### config.mk
export PLATFORM = sky130hd
export DESIGN_NAME = tap_controller
export DESIGN_NICKNAME = d
export VERILOG_FILES = /design/src/rtl/jtag_pkg.sv /design/src/rtl/tap_fsm.sv /design/src/rtl/tap_controller.sv
export SDC_FILE = /design/constraint.sdc
export NUM_CORES = 1
export LEC_CHECK = 0
export BUFFER_PORTS_ARGS = -buffer_cell sky130_fd_sc_hd__buf_4
export CAP_MARGIN = 20
export CORE_MARGIN = 2
export CORE_UTILIZATION = 45
export CTS_CLUSTER_SIZE = 10
export DETAILED_ROUTE_END_ITERATION = 16
export HOLD_SLACK_MARGIN = 0.15
export PLACE_DENSITY = 0.72
export SYNTH_ARGS = -nofsm -noshare
export SYNTH_HDL_FRONTEND = slang
export SYNTH_SLANG_ARGS = --single-unit
### constraint.sdc
create_clock -name ck -period 2.87 [get_ports ck]
set_input_delay 0 -clock ck [delete_from_list [all_inputs] [get_ports ck]]
set_output_delay 0 -clock ck [all_outputs]
set_load 0.005 [all_outputs]
### src/rtl/jtag_pkg.sv
// JTAG TAP shared types: state encodings, instruction codes and
// the registered strobe bundle driven by tap_controller.
package jtag_pkg;

  typedef enum logic [3:0] {
    TLR      = 4'hF,
    RTI      = 4'hC,
    SEL_DR   = 4'h7,
    CAP_DR   = 4'h6,
    SH_DR    = 4'h2,
    EX1_DR   = 4'h1,
    PAUSE_DR = 4'h3,
    EX2_DR   = 4'h0,
    UPD_DR   = 4'h5,
    SEL_IR   = 4'h4,
    CAP_IR   = 4'hE,
    SH_IR    = 4'hA,
    EX1_IR   = 4'h9,
    PAUSE_IR = 4'hB,
    EX2_IR   = 4'h8,
    UPD_IR   = 4'hD
  } tap_state_e;

  localparam logic [1:0] EXTEST  = 2'b00;
  localparam logic [1:0] INTEST  = 2'b01;
  localparam logic [1:0] RUNBIST = 2'b10;
  localparam logic [1:0] BYPASS  = 2'b11;

  typedef struct packed {
    logic clockdr;
    logic shiftdr;
    logic updatedr;
    logic clockir;
    logic shiftir;
    logic updateir;
    logic tdo_sel_ir;
    logic tdo_en;
    logic hold;
    logic bistsel;
    logic bist_done;
  } tap_out_t;

  function automatic logic is_ir_col(tap_state_e s);
    return s inside {SEL_IR, CAP_IR, SH_IR, EX1_IR,
                     PAUSE_IR, EX2_IR, UPD_IR};
  endfunction

endpackage

### src/rtl/tap_fsm.sv
// TAP state register and TMS-driven next-state logic.
// Exposes next so the parent can register glitch-free strobes.
module tap_fsm
  import jtag_pkg::*;
(
  input  logic       ck,
  input  logic       rst_n,
  input  logic       tms,
  output tap_state_e state,
  output tap_state_e next
);

  always_ff @(posedge ck or negedge rst_n) begin
    if (!rst_n) state <= TLR;
    else        state <= next;
  end

  always_comb begin
    next = state;
    unique case (state)
      TLR:      next = tms ? TLR    : RTI;
      RTI:      next = tms ? SEL_DR : RTI;
      SEL_DR:   next = tms ? SEL_IR : CAP_DR;
      CAP_DR:   next = tms ? EX1_DR : SH_DR;
      SH_DR:    next = tms ? EX1_DR : SH_DR;
      EX1_DR:   next = tms ? UPD_DR : PAUSE_DR;
      PAUSE_DR: next = tms ? EX2_DR : PAUSE_DR;
      EX2_DR:   next = tms ? UPD_DR : SH_DR;
      UPD_DR:   next = tms ? SEL_DR : RTI;
      SEL_IR:   next = tms ? TLR    : CAP_IR;
      CAP_IR:   next = tms ? EX1_IR : SH_IR;
      SH_IR:    next = tms ? EX1_IR : SH_IR;
      EX1_IR:   next = tms ? UPD_IR : PAUSE_IR;
      PAUSE_IR: next = tms ? EX2_IR : PAUSE_IR;
      EX2_IR:   next = tms ? UPD_IR : SH_IR;
      UPD_IR:   next = tms ? SEL_DR : RTI;
    endcase
  end

endmodule

### src/rtl/tap_controller.sv
// JTAG TAP controller: FSM, registered strobe decode and the
// RUNBIST cycle counter.
module tap_controller
  import jtag_pkg::*;
#(
  parameter int unsigned BIST_LEN = 16
) (
  input  logic       ck,
  input  logic       rst_n,
  input  logic       TMS,
  input  logic [1:0] inst,
  output logic [3:0] state,
  output logic       clockdr,
  output logic       shiftdr,
  output logic       updatedr,
  output logic       clockir,
  output logic       shiftir,
  output logic       updateir,
  output logic       tdo_sel_ir,
  output logic       tdo_en,
  output logic       hold,
  output logic       bistsel,
  output logic       bist_done
);

  localparam logic [7:0] LEN = 8'(BIST_LEN);

  tap_state_e cur;
  tap_state_e nxt;
  logic [7:0] count;
  logic [7:0] count_d;
  tap_out_t   out_q;
  tap_out_t   out_d;

  tap_fsm u_fsm (
    .ck    (ck),
    .rst_n (rst_n),
    .tms   (TMS),
    .state (cur),
    .next  (nxt)
  );

  // bistsel is the registered increment condition, so the counter
  // steps exactly on the cycles bistsel is seen high.
  always_comb begin
    count_d = count;
    if (nxt == TLR || nxt == UPD_IR) count_d = '0;
    else if (out_q.bistsel)          count_d = count + 8'd1;
  end

  always_comb begin
    out_d            = '0;
    out_d.clockdr    = nxt inside {CAP_DR, SH_DR};
    out_d.shiftdr    = nxt == SH_DR;
    out_d.updatedr   = nxt == UPD_DR;
    out_d.clockir    = nxt inside {CAP_IR, SH_IR};
    out_d.shiftir    = nxt == SH_IR;
    out_d.updateir   = nxt == UPD_IR;
    out_d.tdo_sel_ir = is_ir_col(nxt);
    out_d.tdo_en     = nxt inside {SH_DR, SH_IR};
    out_d.hold       = (inst == EXTEST || inst == INTEST)
                       && nxt != TLR;
    out_d.bistsel    = nxt == RTI && inst == RUNBIST
                       && count_d < LEN;
    out_d.bist_done  = count_d == LEN;
  end

  always_ff @(posedge ck or negedge rst_n) begin
    if (!rst_n) begin
      count <= '0;
      out_q <= '0;
    end else begin
      count <= count_d;
      out_q <= out_d;
    end
  end

  assign state      = cur;
  assign clockdr    = out_q.clockdr;
  assign shiftdr    = out_q.shiftdr;
  assign updatedr   = out_q.updatedr;
  assign clockir    = out_q.clockir;
  assign shiftir    = out_q.shiftir;
  assign updateir   = out_q.updateir;
  assign tdo_sel_ir = out_q.tdo_sel_ir;
  assign tdo_en     = out_q.tdo_en;
  assign hold       = out_q.hold;
  assign bistsel    = out_q.bistsel;
  assign bist_done  = out_q.bist_done;

endmodule

==> impl_metrics.tcl, run 1 <==
set metrics [dict create \
    first_global_vias 823 \
    design_area_mm2 0.001363 \
    grt_usage_pct 17.29 \
    slew-limit-headroom_pct 46.41 \
    final_cells 166 \
    synth_cell_type_count 36 \
    r2r_start "u_fsm.state[3]" \
    finalSetupViolCount 0 \
    avgRoutedWirePerCell_um 13.00 \
    n_antenna_cell 0 \
    reg2reg_slack_ps 1000 \
    synth_top_family_by_area "simple AND/OR/NAND/NOR gates" \
    gp_congestion 0.7460 \
    grt_start_max_net_pins 20 \
    crit_chain "nor2_1, a22o_1, a221o_1, mux2_4, o2bb2ai_2" \
    synth_edf_count 0 \
    yosys.cell_count.top_type "dfrtp_1" \
    drive_above_1_share_pct 25.00 \
    num_rows 18 \
    p_comb_share_pct 39.6 \
    p_sw_uw 414.4 \
    dp_hpwl_um 1533 \
    timing.critical_path.to "tdo_sel_ir" \
    reg2reg_to "tdo_sel_ir" \
    hold_violations 0 \
    synth_nets 119 \
    viasPerCell 5.349 \
    start_util_pct 46.81 \
    netlist_top_cells_area "dfrtp_1 (42%), dfstp_2 (9.2%), nor2_1 (4.9%)" \
    tns_ps 0 \
    p_seq_share_pct 48.1 \
    clock-root-buffer "clkbuf_4" \
    cp-start-kind "flip-flop" \
    hold_path_class "input pin to asynchronous set/reset pin" \
    crit_path_start "u_fsm.state[3]" \
    p_int_uw 726.2 \
    synthesis.area_mm2 0.001139 \
    grt_remaining_overflow 0 \
    p_per_area_mw_per_mm2 837.1 \
    yosysSeqAreaShare_pct 50.99 \
    cts_buffers 3 \
    yosysTopAreaCell "dfrtp_1" \
    yosysTopAreaCellShare_pct 41.76 \
    holdBufCountCts 5 \
    design.die.area_mm2 0.002948 \
    first_pass_iters 4 \
    end_kind "flip-flop" \
    synth-seq-cells 23 \
    remaining_drc_errors 0 \
    fillers 208 \
    routed_wl_um 2158 \
    yosys.area_share.adder_pct 1.978 \
    grt_setup_unrepaired "false" \
    power.total_uw 1141 \
    power.leakage_uw 0.0006272 \
    slowest_delay_ps 670 \
    chipHeight_um 54.30 \
    tightest_slew_ps 801.2 \
    clock_power_share_pct 12.3 \
    clockBufferDepth 2 \
    nets 143 \
    place_inst 157 \
    cp_data_arrival_time_ps 2100 \
    period_needed_ps 1865 \
    cts-resized-gates 0 \
    cts.sinks 23 \
    drtAntennaViolNets 0 \
    chipWidth_um 54.30 \
    drt_iter0_markers 14 \
    required_ps 3110 \
    ff2ff_path_depth 5 \
    fin_crit_sh_pct 65.00 \
    synth.area.mux_share_pct 3.077 \
    antenna_found_initial 0 \
    synth_xor_area_share_pct 6.154 \
    crit_type "flip-flop to flip-flop" \
    fmax_mhz 536.1 \
    netlist_top_cells_count "dfrtp_1 (19), nor2_1 (15), nand2_1 (9)" \
    finClkSkew_ps 9.534 \
    via_count 888 \
    clk_latency_ps 300 \
    core_area_mm2 0.002432 \
    status "completed" \
    critPathMaxFanout 12 \
    synth-simple-area-share_pct 21.32 \
    htreeDepth 1 \
    area_growth_syn_to_layout_pct 19.67 \
    synth_cells 113 \
    crit_cells 5 \
    cts_tree "yes" \
    synthFlopType "dfrtp_1" \
    clk_pin_slew_ps 120 \
    cap_violations 0 \
    grt_pass1_wl_um 3691 \
    io_buffers 19 \
    slew_viol_final 0 \
    post_dp_cell_area_mm2 0.001285 \
    post-cts-setup-buffers 0 \
    path_delay_family "compound AO/OA/AOI/OAI gates" \
    yosysWarningCount 0 \
    ir_worst_vdd_v 0.0006099 \
    crit_buf_inv 0 \
    synthArstFlopShare_pct 100.0 \
    synth_area_per_cell_um2 10.08 \
    io_pins 20 \
    critPathSlowestCell "dfstp_2" \
    synth-compound-area-share_pct 11.21 \
    swShare_pct 36.33 \
]
==> metal layers <==
layer  global-route usage [%]  up-vias  part of all wire (%)
met5                        0        -                     0
met4                    6.250        0                  0.88
met3                    2.732        2                   2.9
met2                    28.31       14                    49
met1                    23.14      434                    47
li1                         -      438                     -
==> cell families after synthesis <==
kind of cell             after synthesis
multiplexers                           3
AO/OA/AOI/OAI                         19
buffers and inverters                 11
AND/OR/NAND/NOR                       47
flip-flops                            23
adder cells (fa/ha/maj)                2
XOR/XNOR                               8
==> how the worst min path moves through the flow <==
stage | to | slack (ps) | cells after the start
4_1_cts | u_fsm.state[0] | 180 | 2
3_3_place_gp | clockdr | -100 | 1
3_5_place_dp | clockdr | -90 | 1
5_1_grt | u_fsm.state[0] | 170 | 2
2_1_floorplan | bist_done | -300 | 0
6_report | u_fsm.state[0] | 190 | 2
==> metrics by stage <==
| stage | setup WS (ps) | hold WS, ps | utilization (%) |
|---|---|---|---|
| finish | 1005 | 191.7 | 56.02 |
| global route | 857.9 | 173.8 | 56.02 |
| CTS | 1015 | 176.9 | 56.02 |
| detailed placement | 1044 | -93.26 | 52.83 |
| global placement | 1069 | -97.71 | 52.83 |
| floorplan | 1168 | -295.6 | - |
==> worst register-to-register path, cell delays in order (launching register included) <==
cell	delay, ps
dfstp_2	670
nor2_1	60
a22o_1	180
a221o_1	440
mux2_4	330
o2bb2ai_2	130
==> flip-flops by register name, summed over array words and instances, names as in the netlist <==
name	count
updateir	1
clockdr	1
hold	1
u_fsm.state	4
bistsel	1
tdo_sel_ir	1
shiftdr	1
shiftir	1
clockir	1
bist_done	1
count	8
updatedr	1
tdo_en	1
==> placed cells by master, fill, tap and decap left out, types with 2 or more instances in the layout <==
cell and count:
o21ai_0 8, and2b_2 2, nor2_1 15, mux2i_1 2, nor3_1 2, dfrtp_1 19, dfstp_2 4, nor2b_1 2
a21oi_1 3, nand2_1 9, xnor2_1 3, nor3b_1 3, dlygate4sd3_1 5, clkbuf_4 3, inv_1 4, nand3_1 2
nand4_1 6, buf_4 20, xor2_1 5, a211oi_1 2
==> layout make-up <==
type / instances / area [µm²] / share of cell area [%]
multi-input cells: 79 / 498.0 / 36.55
inverters: 5 / 18.77 / 1.377
repair buffers: 25 / 200.2 / 14.69
flip-flops and latches: 23 / 580.6 / 42.61
clock buffers: 3 / 22.52 / 1.653
clock inverters: 1 / 5.005 / 0.3673
well taps: 30 / 37.54 / 2.755
==> power by group through the flow <==
stage          clock [µW]  sequential (µW)  combinational [µW]
4_1_cts               147              546                 455
3_3_place_gp            0              546                 438
2_1_floorplan           0              501                 343
6_report              141              548                 452
3_5_place_dp            0              551                 447
5_1_grt               164              571                 497
No activity file was read; power rests on OpenSTA's default activity.
==> inputs of run 2 (changes only) <==
==> constraint.sdc (replaced) <==
create_clock -name ck -period 1.74 [get_ports ck]
set_input_delay 0 -clock ck [delete_from_list [all_inputs] [get_ports ck]]
set_output_delay 0 -clock ck [all_outputs]
set_load 0.005 [all_outputs]
==> impl_metrics.tcl, run 2 (synthesized netlist as in run 1, its figures left out) <==
set metrics [dict create \
    slew_viol_final 0 \
    first_pass_iters 4 \
    mostFrequentLayoutCell "buf_4" \
    power.total_uw 2180 \
    grt_setup_unrepaired "false" \
    core_area_mm2 0.002432 \
    dpl_worst_slack_ps -4.589 \
    num_rows 18 \
    p_per_area_mw_per_mm2 1467 \
    tns_ps 0 \
    design_area_mm2 0.001486 \
    design.die.area_mm2 0.002948 \
    cts.sinks 23 \
    clk_pin_slew_ps 140 \
    status "completed" \
    period_needed_ps 1693 \
    place_inst 165 \
    drt_iter0_markers 11 \
    setup_slack_ps 47.08 \
    required_ps 2010 \
    multi_input_area_um2 510.5 \
    grt_pass1_wl_um 4236 \
    ir_worst_vdd_v 0.001024 \
    cts_tree "yes" \
    via_count 970 \
    clk_latency_ps 320 \
    final_cell_mix "buf_4 (33), dfrtp_1 (18), nor2_1 (14)" \
    remaining_drc_errors 0 \
    clock-root-buffer "clkbuf_4" \
    fmax_mhz 590.7 \
    finalSetupViolCount 0 \
    io_buffers 19 \
    grt_remaining_overflow 0 \
    htreeDepth 1 \
    io_pins 20 \
    cp_data_arrival_time_ps 1960 \
    cts_buffers 3 \
    largest_register "count" \
    slew-limit-headroom_pct 43.57 \
    chipHeight_um 54.30 \
    fin_crit_sh_pct 97.29 \
    reg_top3 "count x8, u_fsm.state x4" \
    hold_path_class "input pin to asynchronous set/reset pin" \
    avgRoutedWirePerCell_um 14.37 \
    hold_violations 0 \
    viasPerCell 5.389 \
    dp_hpwl_um 1773 \
    routed_wl_um 2587 \
    drive_above_1_share_pct 34.00 \
    nets 157 \
    drtAntennaViolNets 0 \
    start_util_pct 46.81 \
    area_growth_syn_to_layout_pct 30.55 \
    first_global_vias 1000 \
    fillers 220 \
    largest_reg_flops 8 \
    final_cells 180 \
    grt_start_max_net_pins 20 \
    power.leakage_uw 0.0006916 \
    post_dp_cell_area_mm2 0.001345 \
    tightest_slew_ps 843.7 \
    cp-start-kind "flip-flop" \
    critPathMaxFanout 12 \
    clockBufferDepth 2 \
    crit_type "flip-flop to flip-flop" \
    antenna_found_initial 0 \
    end_kind "flip-flop" \
    grt_usage_pct 20.43 \
    chipWidth_um 54.30 \
    finClkSkew_ps 9.943 \
    n_antenna_cell 0 \
    register_area_um2 581.8 \
    cap_violations 0 \
    gp_congestion 0.7995 \
]
run 2: timing repair:
action                                  4_1_cts  5_1_grt
pin swaps                                     0        1
hold endpoints to repair                     31        3
endpoints found under the setup margin        3        3
hold buffers                                  5        1
gates resized for setup                       1        6
cloned                                        0        0
buffers inserted                              4        1
run 2: critical path, cell delays in order (launching register included):
cell,delay [ps]
dfstp_2,570
buf_4,180
o21ai_0,110
a221o_1,340
mux2_4,310
o2bb2ai_2,130
run 2: metrics by stage:
step / utilization (%) / hold slack, ps
final: 61.11 / 181.1
after global placement: 55.30 / -93.55
after floorplan: - / -295.6
after global routing: 61.11 / 177.2
after detailed placement: 55.30 / -89.92
after CTS: 59.83 / 150.2
run 2: power breakdown:
group,switching [µW],internal [µW]
clock network,171,88.0
logic,521,589
registers,108,704
total,800,1380
run 2: worst paths after layout:
path | slack [ps] | cells after the start | startpoint | to
min in group ck | 350 | 3 | inst[1] | hold
worst max register to register | 50 | 5 | u_fsm.state[2] | tdo_sel_ir
worst min-delay path | 180 | 2 | rst_n | u_fsm.state[2]
worst min register to register | 540 | 2 | u_fsm.state[2] | bistsel
worst max-delay path | 50 | 5 | u_fsm.state[2] | tdo_sel_ir
max in group asynchronous | 280 | 3 | rst_n | count[2]
run 2: cell type report:
type	count	share of cell area [%]
clock buffers	3	1.515
clock inverters	1	0.5050
inverters	5	1.263
multi-input cells	79	34.34
flip-flops and latches	23	39.14
well taps	30	2.525
repair buffers	39	20.71
run 2: layer usage:
metal / GRT usage [%] / vias to the layer above / routed length (µm)
li1: - / 464 / -
met1: 22.24 / 470 / 1062
met2: 38.35 / 27 / 1337
met3: 2.459 / 9 / 89
met4: 10.42 / 0 / 98
met5: 0 / - / 0
